--- src/rtl/ntt_job_sequencer.sv ---
// ntt_job_sequencer: moves one transform job through an ntt_engine.
// Coefficients stream in and are written through the engine rw port.
// The sequencer then pulses start and waits for done, guarded by a watchdog.
// Results are read back one word at a time and streamed out, with the final
// word tagged by out_last.
module ntt_job_sequencer #(
    parameter int N_LOG       = 3,
    parameter int N           = 2 ** N_LOG,
    parameter int TIMEOUT_CYC = 1024,
    parameter int DATA_W      = 64
) (
    input  logic              clk,
    input  logic              rst,
    input  logic              in_valid,
    output logic              in_ready,
    input  logic [DATA_W-1:0] in_data,
    output logic              out_valid,
    input  logic              out_ready,
    output logic [DATA_W-1:0] out_data,
    output logic              out_last,
    output logic              busy,
    output logic              timeout_err,
    output logic [15:0]       job_count,
    output logic              eng_start,
    input  logic              eng_done,
    output logic              eng_rw_mode,
    output logic [N_LOG-1:0]  eng_rw_addr,
    output logic [DATA_W-1:0] eng_rw_data_in,
    input  logic [DATA_W-1:0] eng_rw_data_out
);

    localparam int WD_W = $clog2(TIMEOUT_CYC);
    localparam logic [N_LOG-1:0] LAST_IDX = N_LOG'(N - 1);
    localparam logic [WD_W-1:0]  WD_LAST  = WD_W'(TIMEOUT_CYC - 1);

    typedef enum logic [2:0] {
        S_IDLE,
        S_LOAD,
        S_START,
        S_WAIT,
        S_RD_ADDR,
        S_RD_CAP,
        S_OUT
    } state_t;

    state_t           state;
    logic [N_LOG-1:0] cnt;
    logic [WD_W-1:0]  wd;
    logic             in_fire;

    // in_ready is only high in IDLE/LOAD, so a write can only occur while
    // loading; cnt is 0 in IDLE, so it doubles as the write address there.
    assign in_fire        = in_valid & in_ready;
    assign eng_rw_mode    = in_fire;
    assign eng_rw_addr    = cnt;
    assign eng_rw_data_in = in_data;

    // Job FSM with registered handshake, status and engine-control outputs.
    always_ff @(posedge clk) begin
        if (rst) begin
            state       <= S_IDLE;
            cnt         <= '0;
            wd          <= '0;
            in_ready    <= 1'b1;
            busy        <= 1'b0;
            eng_start   <= 1'b0;
            out_valid   <= 1'b0;
            out_last    <= 1'b0;
            out_data    <= '0;
            job_count   <= '0;
            timeout_err <= 1'b0;
        end else begin
            eng_start <= 1'b0;
            if (in_fire) begin
                timeout_err <= 1'b0;
            end
            case (state)
                S_IDLE: begin
                    if (in_fire) begin
                        busy <= 1'b1;
                        if (N == 1) begin
                            state     <= S_START;
                            in_ready  <= 1'b0;
                            eng_start <= 1'b1;
                        end else begin
                            cnt   <= N_LOG'(1);
                            state <= S_LOAD;
                        end
                    end
                end
                S_LOAD: begin
                    if (in_fire) begin
                        if (cnt == LAST_IDX) begin
                            cnt       <= '0;
                            state     <= S_START;
                            in_ready  <= 1'b0;
                            eng_start <= 1'b1;
                        end else begin
                            cnt <= cnt + 1'b1;
                        end
                    end
                end
                S_START: begin
                    wd    <= '0;
                    state <= S_WAIT;
                end
                S_WAIT: begin
                    if (eng_done) begin
                        cnt   <= '0;
                        state <= S_RD_ADDR;
                    end else if (wd == WD_LAST) begin
                        // Watchdog abort: drop the job without emitting words.
                        timeout_err <= 1'b1;
                        cnt         <= '0;
                        busy        <= 1'b0;
                        in_ready    <= 1'b1;
                        state       <= S_IDLE;
                    end else begin
                        wd <= wd + 1'b1;
                    end
                end
                S_RD_ADDR: begin
                    state <= S_RD_CAP;
                end
                S_RD_CAP: begin
                    // Engine read data is registered, so it is valid now.
                    out_data  <= eng_rw_data_out;
                    out_last  <= (cnt == LAST_IDX);
                    out_valid <= 1'b1;
                    state     <= S_OUT;
                end
                S_OUT: begin
                    if (out_ready) begin
                        out_valid <= 1'b0;
                        if (cnt == LAST_IDX) begin
                            job_count <= job_count + 16'd1;
                            cnt       <= '0;
                            busy      <= 1'b0;
                            in_ready  <= 1'b1;
                            state     <= S_IDLE;
                        end else begin
                            cnt   <= cnt + 1'b1;
                            state <= S_RD_ADDR;
                        end
                    end
                end
                default: begin
                    state <= S_IDLE;
                end
            endcase
        end
    end

endmodule

--- config.mk ---
export PLATFORM = sky130hd
export DESIGN_NAME = ntt_job_sequencer
export DESIGN_NICKNAME = d
export VERILOG_FILES = /design/src/rtl/ntt_job_sequencer.sv
export SDC_FILE = /design/constraint.sdc
export NUM_CORES = 1
export LEC_CHECK = 0
export CAP_MARGIN = 20
export CORE_ASPECT_RATIO = 0.9
export CORE_UTILIZATION = 37
export DETAILED_ROUTE_END_ITERATION = 8
export PLACE_DENSITY = 0.8
export SLEW_MARGIN = 25
export SYNTH_ARGS = -nofsm -noshare
export SYNTH_HDL_FRONTEND = slang
export SYNTH_SLANG_ARGS = --single-unit
--- constraint.sdc ---
create_clock -name clk -period 2.5 [get_ports clk]
set_clock_uncertainty 0.1 [all_clocks]
set_input_delay 0.75 -clock clk [delete_from_list [all_inputs] [get_ports clk]]
set_output_delay 0.75 -clock clk [all_outputs]
set_load 0.01 [all_outputs]
# Yosys cells after proc, flatten, opt, wreduce, memory -nomap -nowiden
# Index checks and enable logic that the tools add are counted.
[op_classes]
addsub = 3
n_eq_ne = 17
mux = 35
n_bitwise = 3
n_reduce_logical = 14
[ops]
columns = ["op", "count"]
rows = [
  ["$mux 3", 11],
  ["$pmux 3 s7", 1],
  ["$mux 10", 2],
  ["$pmux 10 s2", 1],
  ["$add 16x1->16 const B", 1],
  ["$mux 1", 16],
  ["$ne 2x2->1 const B", 8],
  ["$eq 3x3->1 const B", 4],
  ["$pmux 3 s4", 1],
  ["$add 10x1->10 const B", 1],
  ["$eq 10x10->1 const B", 1],
  ["$reduce_and 5->1", 2],
  ["$reduce_and 7->1", 1],
  ["$eq 3x2->1 const B", 2],
  ["$pmux 1 s3", 2],
  ["$reduce_and 3->1", 2],
  ["$reduce_and 6->1", 1],
  ["$reduce_bool 3->1", 2],
  ["$reduce_bool 2->1", 2],
  ["$reduce_bool 4->1", 1],
  ["$add 3x1->3 const B", 1],
  ["$eq 3x1->1 const B", 1],
  ["$logic_not 3->1", 1],
  ["$ne 3x3->1 const B", 1],
  ["5 further kinds", 6],
]
[word_totals]
regBits = 102
input_bits = 133

# Depth between registers and ports, before layout
# Gate-level depths: netlist of the first run.
[depth]
word_depth = 5
mapped_depth = 7
mapped_depth_nobuf = 6

# Worst setup path after synthesis of the first run
# No wires, ideal clock.
[synth_path]
path_type = "input port to flip-flop"
from = "input eng_done"
to = "register wd[6]"
setup_ns = 0.071
t_arrival_ns = 1.822
path_slack_ns = 0.507
cell_stages = 4
path_buffers = 0
path_cell_list = "and2_1 > or3_4 > or4_1 > a21oi_1"
[synth_via]
elab_chain_cells = 2
[synth_rtl]
columns = ["item", "line", "rtl"]
rows = [
  ["start, declared", "25", "input logic eng_done,"],
  ["$ne 2x2->1 (no line)", "n/a", ""],
  ["$reduce_and 3->1 (no line)", "n/a", ""],
  ["end signal, assigned", "119", "wd <= wd + 1'b1;"],
  ["end, declared", "48", "logic [WD_W-1:0] wd;"],
]
# No other way between the ends.
# A chain may end at the register's enable or synchronous reset.

# Final worst setup path of the first run
[layout_path]
from = "input in_valid"
to = "output eng_rw_mode"
[layout_via]
elab_chain_cells = 1
[layout_rtl]
columns = ["item", "line", "rtl"]
rows = [
  ["start, declared", "14", "input logic in_valid,"],
  ["$and 1x1->1", "53", "assign in_fire = in_valid & in_ready;"],
  ["end, declared", "26", "output logic eng_rw_mode,"],
]
# No other way between the ends.

==> results of run 1 <==
flip-flops by register name (all words and copies together) (netlist names):
| name | flops |
|---|---|
| busy | 1 |
| eng_rw_addr | 3 |
| eng_start | 1 |
| in_ready | 1 |
| job_count | 16 |
| out_data | 64 |
| out_last | 1 |
| out_valid | 1 |
| state | 3 |
| timeout_err | 1 |
| wd | 10 |
worst max-delay path: cells and delay by family:
| kind | cells | cell delay, ps |
|---|---|---|
| buffers and inverters | 3 | 760 |
| AND/OR/NAND/NOR | 1 | 70 |
through the flow:
step / setup WS (ps) / std cells / hold WS (ps) / utilization / cell area [sq um]
floorplan: 507 / 580 / 352 / - / 4670
global placement: -237 / 816 / 337 / 0.492 / 5990
detailed placement: -226 / 816 / 346 / 0.492 / 5990
CTS: 37.5 / 832 / 356 / 0.517 / 6290
global route: 15.5 / 832 / 379 / 0.517 / 6290
finish: 69.9 / 832 / 353 / 0.517 / 6290
logic make-up (layout without fill, tap and decap cells):
kind of cell               after synthesis  after routing  synth area share
adders and majority gates                4              4            0.0107
buffers and inverters                  102            194             0.137
DFF                                    102            102             0.437
AOI/OAI and AO/OA                      126            126             0.152
and+or+nand+nor                        236            236             0.244
muxes                                    3              3           0.00642
xor gates and xnor gates                 7              7            0.0131
layout by cell type, fill, tap and decap left out, types with 4 or more instances in the layout:
cell,count
a21oi_1,88
nand3_1,8
o31ai_1,11
nand4_1,7
nand2_1,151
clkdlybuf4s50_1,156
dfxtp_1,102
inv_1,4
o21ai_0,9
xor2_1,7
nand2b_1,5
nor2_1,15
or4_1,9
or3_1,6
clkbuf_16,9
nor3_1,5
buf_4,13
ha_1,4
nand3b_1,4
power by group:
part / leakage (nW) / switching [mW] / total [mW] / internal, mW
sequential: 0.822 / 0.0112 / 1.64 / 1.63
clock: 0.143 / 0.625 / 1.41 / 0.788
combinational: 1.16 / 0.0685 / 0.195 / 0.126
total: 2.13 / 0.705 / 3.25 / 2.54
synthesized netlist by cell type (all sizes together) (5+ instances only):
cell    instances  area (sq um)
nand2         152           571
dfxtp         102          2040
a21oi          88           440
buf            75           538
clkbuf         23          86.3
nor2           15          56.3
o31ai          11          82.6
o21ai          10          50.0
nand3           9          57.6
nand4           9          77.6
or3             9          63.8
or4             9          67.6
xor2            7          61.3
nand2b          5          31.3
nor3            5          25.0
final cells by class:
| type | instances | area share |
|---|---|---|
| Sequential cell | 102 | 0.324 |
| Multi-Input combinational cell | 376 | 0.317 |
| Timing Repair Buffer | 174 | 0.276 |
| Clock buffer | 9 | 0.0358 |
| Tap cell | 160 | 0.0318 |
| Clock inverter | 7 | 0.0127 |
| Inverter | 4 | 0.00239 |
repair_timing:
item	CTS	global route
buffers inserted	0	0
gates cloned	0	0
setup endpoints to repair	1	1
gates resized for setup	1	1
hold buffers	0	0
worst paths after layout:
kind                                        to  slack, ps  depth (start not counted)
worst max register to register  eng_rw_addr[0]        320                          5
worst min-delay path                      busy        350                          2
worst max-delay path               eng_rw_mode         70                          4
worst min register to register            busy        350                          2
per-layer routing:
metal  wire length [microns]  vias to the layer above
met5                       0                        -
met4                     162                        0
met3                    1010                       12
met2                    5840                      170
met1                    5120                     2030
li1                        -                     2081
==> metrics.md, run 1 <==
| Metric | Value |
|---|---|
| GRT overflow | `0` |
| Die ar. | `13100 sq um` |
| Global-route track usage on met3 | `0.0727` |
| WS Path Type | `in2out` |
| Final setup viols | `0` |
| Critical Path RT | `1650 ps` |
| Post-synthesis area per instance | `8.06 sq um` |
| DR iter-0 viols | `244` |
| Asr flop ratio synth | `0` |
| Cells after Synth | `580` |
| FP Rows | `38` |
| # fillers | `1163` |
| Starting Density | `0.384` |
| Hpwl dp | `8.71 mm` |
| Worst EP arrival | `1580 ps` |
| Ys flop type | `dfxtp_1` |
| Run status | `finished, final reports clean` |
| Register area | `2040 sq um` |
| Diode count | `0` |
| Peak supply drop | `0.525 mV` |
| Crit path launch type | `primary input` |
| Area Overhead vs Synth | `34.6%` |
| RePlAce Congestion | `0.798` |
| Type of destination of the critical path | `output pin` |
| Seq cells post-synth | `102` |
| Routing usage on met2 | `0.302` |
| Number of synthesized flops with an enable pin | `0` |
| Routed via count | `4293` |
| Ports | `287` |
| Root Buffer | `clkbuf_16` |
| Overall routed net length | `12.1 mm` |
| PortBufs | `158` |
| Clock Path Buffers | `2` |
| Initial antenna violation count | `0` |
| DR DRC count | `0` |
| ANT nets after route | `0` |
| Max Transition Viols Final | `0` |
| Setup crit start | `in_valid` |
| Drt wl/cell | `14.6 microns` |
| Synth unique cells | `51` |
| Worst slew margin | `0.535` |
| Final hold violations | `0` |
| # H-tree levels | `3` |
| Yosys warning count | `0` |
| Hold wc startpoint | `busy` |
| Met1 Use GR | `0.213` |
| Vias/cell | `5.16` |
| Share of layout cells above drive strength 1 | `0.0670` |
| Final period util | `0.972` |
| Largest net degree at the start of global routing | `66` |
| Die W | `120 microns` |
| Power Total | `3.25 mW` |
| Fmax | `412 MHz` |
| Crit path max-delay cell type | `clkdlybuf4s50_1` |
| Nets | `804` |
| Net Count, Synth | `717` |
| Core Footprint | `12200 sq um` |
| GRT Total Usage | `0.183` |
| Gr busiest metal | `met2` |
| Clock tree from TritonCTS | `built` |
| Min cycle time layout | `2430 ps` |
| First-pass GRT wire length | `19.0 mm` |
| Post-Synthesis Cell Area | `4670 sq um` |
| Setup tns final | `0 ps` |
| Sink Count | `102` |
| Highest net fanout along the worst path | `2` |
| Unrepaired setup endpoints after global routing | `no` |
| Max-cap violation count | `0` |
| Crit-path cells | `clkdlybuf4s50_1 -> nand2_1 -> inv_1 -> clkdlybuf4s15_1` |
| Num CTS Buffers | `9` |
| Worst-margin pin slew | `691 ps` |
| Worst hold-check path type | `reg2reg` |
| Worst R2R Start | `wd[0]` |
| Vias in the first global route | `4073` |
| Multi-input logic area | `2000 sq um` |
| Power per cell area | `516 nW/um^2` |
| Lkg Pwr | `2.13 nW` |
| DRT Pass-1 Iters | `5` |
| Insertion delay of the later-clocked pin in the worst-skew pair | `340 ps` |
| Sequential area share after synthesis | `0.437` |
| DIE HEIGHT | `109 microns` |
| CTS clk-pin slew, worst paths | `70 ps` |
| Max incr delay on CP | `480 ps` |
Power figures use the tool's default switching activity.
==> inputs of run 2 (changes only) <==
REMOVE_ABC_BUFFERS = 1   (was unset)
==> run 2 against run 1 <==
Wire length increased by 40%. Clock-buffer cell count rose by 1. Non-clock buffer count rose by 3. Largest power group unchanged.
==> metrics.md, run 2 (synthesis gave the netlist of run 1 again) <==
| Metric | Value |
|---|---|
| Hold Slack | `352 ps` |
| Sink Count | `102` |
| Crit path max-delay family | `buffers and inverters` |
| Share of layout cells above drive strength 1 | `0.0711` |
| Utilization after layout | `0.519` |
| Insertion delay of the later-clocked pin in the worst-skew pair | `350 ps` |
| Power per cell area | `518 nW/um^2` |
| First-pass GRT wire length | `24.9 mm` |
| Most frequent cells in the layout | `clkdlybuf4s50_1 (156), nand2_1 (151), dfxtp_1 (102)` |
| Cts hold-fix bufs | `0` |
| Max-cap violation count | `0` |
| Critical Path RT | `1650 ps` |
| Worst hold-check path type | `reg2reg` |
| Final design instance area without fill | `6310 sq um` |
| Diode count | `0` |
| Highest net fanout along the worst path | `2` |
| Ports | `287` |
| PortBufs | `158` |
| Power Total | `3.27 mW` |
| Worst EP arrival | `1530 ps` |
| Final period util | `0.950` |
| Post-Place Cell Area | `6010 sq um` |
| FP Rows | `38` |
| Commonest non-fill, non-tap cell in the layout | `clkdlybuf4s50_1` |
| Area Overhead vs Synth | `35.0%` |
| Starting Density | `0.384` |
| Clock tree from TritonCTS | `built` |
| # fillers | `1113` |
| Max incr delay on CP | `490 ps` |
| RePlAce Congestion | `0.847` |
| Largest net degree at the start of global routing | `93` |
| ANT nets after route | `0` |
| Multi-input logic area | `2000 sq um` |
| Worst Path Buf+Inv | `3` |
| Nets | `807` |
| Overall routed net length | `17.0 mm` |
| Core Footprint | `12200 sq um` |
| Vias/cell | `5.40` |
| Final setup viols | `0` |
| Largest register FFs | `64` |
| DIE HEIGHT | `109 microns` |
| WS Path Type | `in2out` |
| Clock Path Buffers | `2` |
| Setup bufs post-CTS | `0` |
| Fin cells | `835` |
| DR DRC count | `0` |
| DRT Pass-1 Iters | `5` |
| Initial antenna violation count | `0` |
| CTS clk-pin slew, worst paths | `70 ps` |
| GRT Total Usage | `0.258` |
| Routed via count | `4512` |
| Hpwl dp | `12.7 mm` |
| DR iter-0 viols | `363` |
| Min cycle time layout | `2380 ps` |
| Most flop-heavy register | `out_data` |
| Crit path launch type | `primary input` |
| Num CTS Buffers | `9` |
| Peak supply drop | `0.306 mV` |
| Placed insts | `819` |
| Drt wl/cell | `20.4 microns` |
| Setup tns final | `0 ps` |
| Vias in the first global route | `4181` |
| Fmax | `421 MHz` |
| Run status | `finished, final reports clean` |
| Register area | `2040 sq um` |
| Unrepaired setup endpoints after global routing | `no` |
| Type of destination of the critical path | `output pin` |
| Crit-path cells | `clkdlybuf4s50_1 -> nand2_1 -> inv_1 -> clkbuf_2` |
| Fin worst setup slack | `125 ps` |
| Lkg Pwr | `2.15 nW` |
| # H-tree levels | `3` |
| Final hold violations | `0` |
| Worst slew margin | `0.562` |
| GRT overflow | `0` |
| Dpl ws | `-286 ps` |
| Max Transition Viols Final | `0` |
| Worst-margin pin slew | `652 ps` |
| Largest registers | `out_data (64), job_count (16), wd (10)` |
| Crit path max-delay cell type | `clkdlybuf4s50_1` |
| Die W | `120 microns` |
| Die ar. | `13100 sq um` |
| Root Buffer | `clkbuf_16` |
[run 2: power breakdown]
part / leakage, nW / internal (mW) / switching [mW] / total (mW)
sequential: 0.822 / 1.63 / 0.00901 / 1.64
clock: 0.150 / 0.796 / 0.639 / 1.44
combinational: 1.18 / 0.125 / 0.0716 / 0.197
[run 2: what timing repair did]
item,CTS,global route
setup endpoints to repair,1,1
gates cloned,0,0
gates resized for setup,2,1
[run 2: tightest hold or removal path: cells and delay by family (launching register included)]
kind,cells,cell delay [ps]
AO/OA/AOI/OAI,1,50
flip-flops,1,310
AND/OR/NAND/NOR,1,50
[run 2: final timing paths]
path,cells after the start,from,slack (ps),to
hold reg to reg,2,out_data[12],350,out_data[12]
setup reg to reg,5,eng_rw_addr[0],360,job_count[12]
setup / recovery,4,in_valid,120,eng_rw_mode
hold / removal,2,out_data[12],350,out_data[12]
[run 2: layout make-up]
type,instances,share of cell area
Inverter,4,0.00238
Multi-Input combinational cell,376,0.316
Tap cell,160,0.0317
Sequential cell,102,0.324
Clock buffer,10,0.0363
Timing Repair Buffer,177,0.278
Clock inverter,6,0.0121
[run 2: metal layers]
layer,share of wire,GRT usage,routed length (microns)
met4,0.011,0.0591,193
met3,0.16,0.184,2660
met5,0.0066,0.125,112
met1,0.40,0.296,6860
met2,0.42,0.376,7180
==> inputs of run 3 (changes only) <==
CORE_ASPECT_RATIO = unset   (was 0.9)
CTS_CLUSTER_DIAMETER = 120   (was unset)
SKIP_LAST_GASP = 1   (was unset)
==> run 3 against run 2 <==
Critical path depth unchanged. Combinational power down 2%. Hold slack better by 3.4 ps. Register-to-register slack worse by 20 ps. Cell count up 0.48%. Clock-buffer cell count up 1. Clock power about the same. Design area down 0.57%. Critical endpoint unchanged. Largest power group unchanged.
==> metrics.md, run 3 (synthesis gave the netlist of run 1 again) <==
| Metric | Value |
|---|---|
| Drt wl/cell | `21.9 microns` |
| Reg-to-Reg End | `wd[2]` |
| Worst Path Buf+Inv | `3` |
| Final hold violations | `0` |
| Multi-input logic area | `2000 sq um` |
| Worst-margin pin slew | `735 ps` |
| First-pass GRT wire length | `26.4 mm` |
| R2R cell count | `4` |
| Register area | `2040 sq um` |
| DIE HEIGHT | `114 microns` |
| Fin worst setup slack | `45.5 ps` |
| Initial antenna violation count | `0` |
| Clock Path Buffers | `2` |
| # fillers | `1117` |
| Final period util | `0.982` |
| Worst hold-check path type | `reg2reg` |
| Worst R2R Start | `state[0]` |
| Diode count | `0` |
| Reg2Reg Setup Slack | `340 ps` |
| Root Buffer | `clkbuf_16` |
| Core Footprint | `12200 sq um` |
| WS Path Type | `in2out` |
| Crit path max-delay family | `buffers and inverters` |
| RePlAce Congestion | `0.814` |
| Utilization after layout | `0.516` |
| Crit-path cells | `clkdlybuf4s50_1 -> nand2_1 -> inv_1 -> clkdlybuf4s15_1` |
| Clock Power Share | `0.440` |
| Internal | `2.58 mW` |
| PortBufs | `158` |
| Dpl ws | `-249 ps` |
| Vias/cell | `5.35` |
| NetSw | `695 uW` |
| Crit path launch type | `primary input` |
| Unrepaired setup endpoints after global routing | `no` |
| Clock tree from TritonCTS | `built` |
| DR DRC count | `0` |
| Largest registers | `out_data (64), job_count (16), wd (10)` |
| Insertion delay of the later-clocked pin in the worst-skew pair | `350 ps` |
| Peak supply drop | `0.359 mV` |
| Max Transition Viols Final | `0` |
| Max incr delay on CP | `480 ps` |
| FP Rows | `40` |
| Sequential power share | `0.501` |
| Power per cell area | `523 nW/um^2` |
| Die ar. | `13100 sq um` |
| Worst slew margin | `0.509` |
| Run status | `finished, final reports clean` |
| Power Total | `3.28 mW` |
| Share of layout cells above drive strength 1 | `0.0656` |
| Largest register FFs | `64` |
| DRT Pass-1 Iters | `4` |
| Largest net degree at the start of global routing | `66` |
| GRT Total Usage | `0.283` |
| Min cycle time layout | `2450 ps` |
| GRT overflow | `0` |
| Sw frac | `0.212` |
| Nets | `803` |
| Critical Path RT | `1650 ps` |
| Crit path max-delay cell type | `clkdlybuf4s50_1` |
| Logic gate share of total power | `0.059` |
| Total stage count of the critical path | `4` |
| Hpwl dp | `14.2 mm` |
| Type of destination of the critical path | `output pin` |
| # H-tree levels | `3` |
| Final setup viols | `0` |
| Most frequent cells in the layout | `clkdlybuf4s50_1 (156), nand2_1 (151), dfxtp_1 (102)` |
| Area Overhead vs Synth | `34.2%` |
| Starting Density | `0.384` |
| Fmax | `407 MHz` |
| Worst EP arrival | `1600 ps` |
| Setup crit start | `in_valid` |
| Lkg Pwr | `2.12 nW` |
| DR iter-0 viols | `268` |
| Highest net fanout along the worst path | `2` |
| Commonest non-fill, non-tap cell in the layout | `clkdlybuf4s50_1` |
| Max-cap violation count | `0` |
| CP Capture Point | `eng_rw_mode` |
| Die W | `114 microns` |
| Setup bufs post-CTS | `0` |
| Vias in the first global route | `4171` |
| Routed via count | `4492` |
| Overall routed net length | `18.4 mm` |
| Sink Count | `102` |
| Most flop-heavy register | `out_data` |
| Num CTS Buffers | `9` |
| CTS clk-pin slew, worst paths | `60 ps` |
| ANT nets after route | `0` |
| Ports | `287` |
==> run 3: cell types whose count changed in the layout (fill, tap and decap cells not counted), moves of 2 or more <==
cell / previous run / this run
buf_12: 3 / 1
inv_6: 3 / 1
buf_4: 16 / 14
clkbuf_8: 0 / 2
clkinv_2: 0 / 2
==> run 3: layout make-up <==
class                           instances  share of cell area
Sequential cell                       102               0.325
Clock inverter                          5             0.00897
Clock buffer                           11              0.0403
Timing Repair Buffer                  173               0.271
Inverter                                4             0.00239
Tap cell                              168              0.0335
Multi-Input combinational cell        376               0.318
==> run 3: timing repair <==
item                       4_1_cts  5_1_grt
hold buffers                     0        0
setup endpoints to repair        1        1
gates resized for setup          1        1
hold endpoints to repair         0        0
gates cloned                     0        0
==> run 3: power groups by stage <==
stage	Combinational, mW	Clock (mW)	Sequential [mW]
2_1_floorplan	0.0329	0	1.68
3_3_place_gp	0.188	0	1.68
3_5_place_dp	0.192	0	1.68
4_1_cts	0.193	1.48	1.64
5_1_grt	0.206	1.55	1.64
6_report	0.193	1.44	1.64
==> run 3: worst min path at each step <==
stage	cells past startpoint	startpoint	end	slack, ps
global route	2	out_data[57]	out_data[57]	380
global placement	2	out_data[30]	out_data[30]	340
detailed placement	2	busy	busy	340
floorplan	2	wd[9]	wd[9]	350
CTS	2	out_data[57]	out_data[57]	360
finish	2	out_data[58]	out_data[58]	360
==> run 3: worst register-to-register path: stages, from the launching register on <==
cell	delay [ps]
dfxtp_1	800
nor3b_2	180
nor4_4	540
nor2_1	130
a311oi_1	310
==> run 3: routing by layer <==
metal | part of all wire | global-route usage | wire (microns)
met4 | 0.025 | 0.0987 | 462
met5 | 0.0029 | 0.0784 | 54
met2 | 0.45 | 0.438 | 8230
met1 | 0.36 | 0.281 | 6620
met3 | 0.16 | 0.221 | 3030
==> run 3: metrics by stage <==
stage | instances | TNS [ps] | hold slack [ps] | instance area (sq um)
5_1_grt | 839 | 0 | 376 | 6270
6_report | 839 | 0 | 356 | 6270
3_5_place_dp | 823 | -518 | 341 | 5970
3_3_place_gp | 823 | -246 | 341 | 5970
4_1_cts | 839 | 0 | 355 | 6270
2_1_floorplan | 482 | 0 | 352 | 4050
==> edit 1: new RTL, config.mk and constraints of run 1 <==
Set the parameter `TIMEOUT_CYC` to 256 (it was 1024).
--- a/src/rtl/ntt_job_sequencer.sv
+++ b/src/rtl/ntt_job_sequencer.sv
@@ -8,3 +8,3 @@
     parameter int N           = 2 ** N_LOG,
-    parameter int TIMEOUT_CYC = 1024,
+    parameter int TIMEOUT_CYC = 256,
     parameter int DATA_W      = 64
Behaviour: same outputs for any inputs over 10 cycles, from zero or initial values and one cycle with rst high; that may be too few to reach the edited logic, so the function may still have changed.
==> edit 1 against run 1 <==
Register-to-register slack improved by 0.04 ns; worst setup slack improved by 0.058 ns; final cell count decreased by 1.8%; highest routed layer unchanged; routed wire length decreased by 6.0%; largest power group unchanged; synthesized area decreased by 3.6%; sequential cell count decreased by 2; largest cell class unchanged; power increased by 0.56%; design area decreased by 2.7%.
==> edit 1: results (changes against run 1) <==
[yosys]
async_flop_share_pct=0  ; unchanged
synth_common_cells=149 x nand2_1, 100 x dfxtp_1, 86 x a21oi_1
synth.distinct_cells=41  ; -20%
yosysWarnings=0  ; unchanged
yosys-top-cells-area=dfxtp_1 44%, nand2_1 12%, buf_4 11%, a21oi_1 9.5%, clkbuf_1 1.9%
synth_flop_cell=dfxtp_1
syn_nets=703  ; -2.0%
ys_seq_area_share_pct=44.41  ; +0.72 points

[cts]
cts_buffers=9  ; unchanged
clk_path_buf_depth=2  ; unchanged
clk_latency_ns=0.35
cts_setup_buffers=0  ; unchanged
cts_root_buf=clkbuf_16
htreeDepth=3  ; unchanged

[global_routing]
grt_max_degree=66  ; unchanged
grt_pass1_vias=3980  ; -2.3%
track_usage_pct=18.04  ; -0.21 points
antenna_found_initial=0  ; unchanged
grt_pass1_wl_mm=18.15  ; -4.6%

[timing]
finalMaxSlewViolations=0  ; unchanged
slew_headroom_pct=47.63  ; -5.9 points

[final_layout]
top_regs=out_data: 64 flops, job_count: 16 flops, wd: 8 flops
drive_above_1_share_pct=6.354  ; -0.34 points
antenna_cells=0  ; unchanged
layout.nets=793  ; -1.4%

[power_and_ir_drop]
peakVddDrop_mv=0.5542  ; +5.5%
switchingPower_mw=0.6698  ; -5.0%
leakage_nw=2.047  ; -3.9%

[placement]
dp_hpwl_mm=8.277  ; -5.0%
io_buffers=158  ; unchanged
dpl_cell_area_sq_um=5811  ; -3.0%
gp_congestion=0.8468  ; +6.1%

[route]
drt_iter0_drc=279  ; +14%
avgRoutedWirePerCell_um=13.97  ; -4.2%
dr.pass1.iters=4  ; -1
vias_per_cell=5.023  ; -2.6%

[worst_setup_path]
crit_slowest_cell=clkdlybuf4s50_1
max_stage_delay_ns=0.49

[run_status]
outcome=complete, no violations

==> edit 1: changes by cell type in the layout (fill, tap and decap cells not counted), sizes merged, moves of 3 or more <==
cell and change:
xnor2 +7, xor2 -5, nand4 -4, a311oi -3, buf +3, nand2 -3
nand3b -3, o211ai +3
==> edit 1: final timing paths <==
path,cells past startpoint,slack [ns],to,startpoint
setup / recovery,4,0.13,eng_rw_mode,in_valid
hold / removal,2,0.35,out_data[45],out_data[45]
setup reg to reg,4,0.36,job_count[15],state[2]
hold reg to reg,2,0.35,out_data[45],out_data[45]
==> edit 1: layout make-up <==
type	instances	area, sq um
fill	1056	5543
inverter	8	30.03
sequential	100	2002
timing repair buffer	177	1727
clock inverter	6	88.84
clock buffer	10	229.0
multi-input combinational	360	1852
tap	156	195.2
==> edit 1: power by group through the flow <==
stage / Combinational (mW) / Clock (mW) / Sequential [mW]
2_1_floorplan: 0.163 / 0 / 1.64
3_3_place_gp: 0.189 / 0 / 1.64
3_5_place_dp: 0.191 / 0 / 1.64
4_1_cts: 0.192 / 1.52 / 1.60
5_1_grt: 0.205 / 1.58 / 1.60
6_report: 0.191 / 1.47 / 1.60
==> edit 1: worst reg2reg max path, delay by kind of cell, from the launching register on <==
kind | cells | cell delay, ns
AND/OR/NAND/NOR | 3 | 1.20
flip-flops | 1 | 0.62
AO/OA/AOI/OAI | 1 | 0.17
==> edit 1: logic make-up (layout without fill, tap and decap cells) <==
logic type / Yosys count / after routing / share of synthesized area (%)
fa+ha+maj: 4 / 4 / 1.110
mux: 4 / 4 / 0.8882
xor+xnor: 9 / 9 / 1.749
simple gates: 220 / 220 / 22.04
buf+inv: 106 / 201 / 14.60
compound gates: 123 / 123 / 15.21
flops: 100 / 100 / 44.41
==> edit 1: routing by layer <==
metal  share of wire (%)  track usage [%]  vias up
li1                    -                -     2018
met1                  41            19.84     1891
met2                  46            29.03      173
met3                  11            9.787       22
met4                 2.1            7.234        0
met5                   0                0        -
==> edit 1: per-stage QoR <==
stage          setup slack [ns]  cells
5_1_grt                 0.07972    817
2_1_floorplan            0.2414    566
3_5_place_dp            -0.2629    801
3_3_place_gp            -0.2516    801
4_1_cts                 0.02549    817
6_report                 0.1277    817
==> edit 1: what timing repair did <==
item,4_1_cts,5_1_grt
endpoints found under the setup margin,1,1
endpoints found under the hold margin,0,0
gates resized for setup,2,1
pin swaps,0,0
==> edit 2: new RTL, settings of run 1 <==
Made on the original files. Encoding of `state_t`: now one-hot (7 bits for 7 states).
--- a/src/rtl/ntt_job_sequencer.sv
+++ b/src/rtl/ntt_job_sequencer.sv
@@ -35,10 +35,10 @@
 
-    typedef enum logic [2:0] {
-        S_IDLE,
-        S_LOAD,
-        S_START,
-        S_WAIT,
-        S_RD_ADDR,
-        S_RD_CAP,
-        S_OUT
+    typedef enum logic [6:0] {
+        S_IDLE    = 7'b0000001,
+        S_LOAD    = 7'b0000010,
+        S_START   = 7'b0000100,
+        S_WAIT    = 7'b0001000,
+        S_RD_ADDR = 7'b0010000,
+        S_RD_CAP  = 7'b0100000,
+        S_OUT     = 7'b1000000
     } state_t;
Check against the original RTL: same outputs for any inputs over 10 cycles, from zero or initial values and one cycle with rst high; not proved beyond that.
==> edit 2 against run 1 <==
Synthesized area is 3.5% higher; worst setup slack worse by 0.0014 ns; design area is 2.2% higher; die area is 3.4% higher; sequential cell count is 4 higher; power is 7.5% higher; routed wire length is 2.6% lower; worst hold slack better by 0.0011 ns; fmax hardly changed; largest cell class unchanged.
==> edit 2: results (changes against run 1) <==
[power_and_ir_drop]
p_comb_mw=0.286  ; +47%
leakage_nw=2.221  ; +4.3%
p_int_mw=2.741  ; +7.8%
power_mw=3.492  ; +7.5%
peakVddDrop_mv=0.4351  ; -17%
powerSeq_mw=1.72  ; +5%

[yosys]
yosys-top-cells-area=dfxtp_1 44%, nand2_1 11%, buf_4 10%, a21oi_1 8.3%, nor2_1 2.6%
syn_nets=739  ; +3.1%
synth_xor_xnor_area_share_pct=3.077  ; +1.8 points
synth-compound-area-share_pct=13.11  ; -2.1 points
synth_edf_count=0  ; unchanged
synthAdderAreaFrac_pct=1.034  ; -0.036 points
syn_inst=602  ; +3.8%
ys_seq_area_share_pct=43.86  ; +0.18 points
synth_common_cells=147 x nand2_1, 106 x dfxtp_1, 80 x a21oi_1
synthMuxAreaShare_pct=0.6465  ; +0.0041 points
synth.distinct_cells=49  ; -3.9%

[floorplanning]
dieArea_sq_um=13540  ; +3.4%

[placement]
dp.cells=839  ; +2.8%
place_ws_ns=-0.2326  ; -0.006494 ns
gp_congestion=0.8757  ; +9.8%
dp_hpwl_mm=8.198  ; -5.9%
dpl_cell_area_sq_um=6120  ; +2.2%

[global_routing]
met1_usage_pct=21.72  ; +0.45 points
track_usage_pct=17.53  ; -0.72 points
grt_pass1_wl_mm=18.95  ; -0.40%
grt_max_degree=66  ; unchanged
use_met2_pct=26.48  ; -3.7 points
grt_pass1_vias=3943  ; -3.2%
use_met3_pct=8.419  ; +1.1 points

[route]
vias=4244  ; -1.1%
drt_iter0_drc=185  ; -24%
dr.pass1.iters=5  ; unchanged
wl_mm=11.82  ; -2.6%

[final_layout]
drive_above_1_share_pct=6.946  ; +0.25 points
layout.nets=823  ; +2.4%
inv_count=5  ; +1
buffer_area_share_pct=26.81  ; -0.75 points
final-seq-area_sq_um=2122  ; +3.9%
final_area_sq_um=6431  ; +2.2%
multi_input_cells=390  ; +3.7%
multiInputGateArea_sq_um=2049  ; +2.6%
instances_no_fill=855  ; +2.8%
nClkBuffers=11  ; +2
seq_cells=106  ; +3.9%
clock_area_share_pct=4.844  ; -0.0065 points
fill_cells=1209  ; +4.0%

[worst_setup_path]
cp_data_arrival_time_ns=1.58  ; about the same
regToRegSetupSlack_ns=0.24  ; -0.08 ns

[cts]
cts_setup_buffers=0  ; unchanged
cts_root_buf=clkbuf_16
clk_latency_ns=0.34  ; about the same

[timing]
worst_pin_slew_ns=0.5239  ; -0.1673 ns
max_freq_mhz=411.3  ; about the same
fin_setup_tns_ns=0  ; unchanged
hold_slack_ns=0.3536  ; +0.001103 ns

[run_status]
outcome=complete, no violations

[edit 2: path summary, 6_finish.rpt]
| kind | startpoint | to | depth (start not counted) |
|---|---|---|---|
| setup reg to reg | state[3] | wd[5] | 6 |
| setup / recovery | in_valid | eng_rw_mode | 3 |
| hold / removal | out_data[3] | out_data[3] | 2 |
| hold reg to reg | out_data[3] | out_data[3] | 2 |
[edit 2: critical path, stage by stage]
cell	delay (ns)
clkdlybuf4s50_1	0.46
and2_1	0.14
clkdlybuf4s15_1	0.23
[edit 2: layer usage]
layer  vias up  routed length, um  part of all wire, %
met5         -                  0                    0
met4         0                210                  1.8
met1      1954               5298                   45
met3        23               1213                   10
met2       157               5100                   43
li1       2110                  -                    -
[edit 2: cells by family (layout without fill, tap and decap cells)]
family                   after synthesis  count (layout)
AND/OR/NAND/NOR                      254             254
AO/OA/AOI/OAI                        112             112
flip-flops                           106             106
buffers and inverters                106             195
XOR/XNOR                              17              17
adder cells (fa/ha/maj)                4               4
multiplexers                           3               3
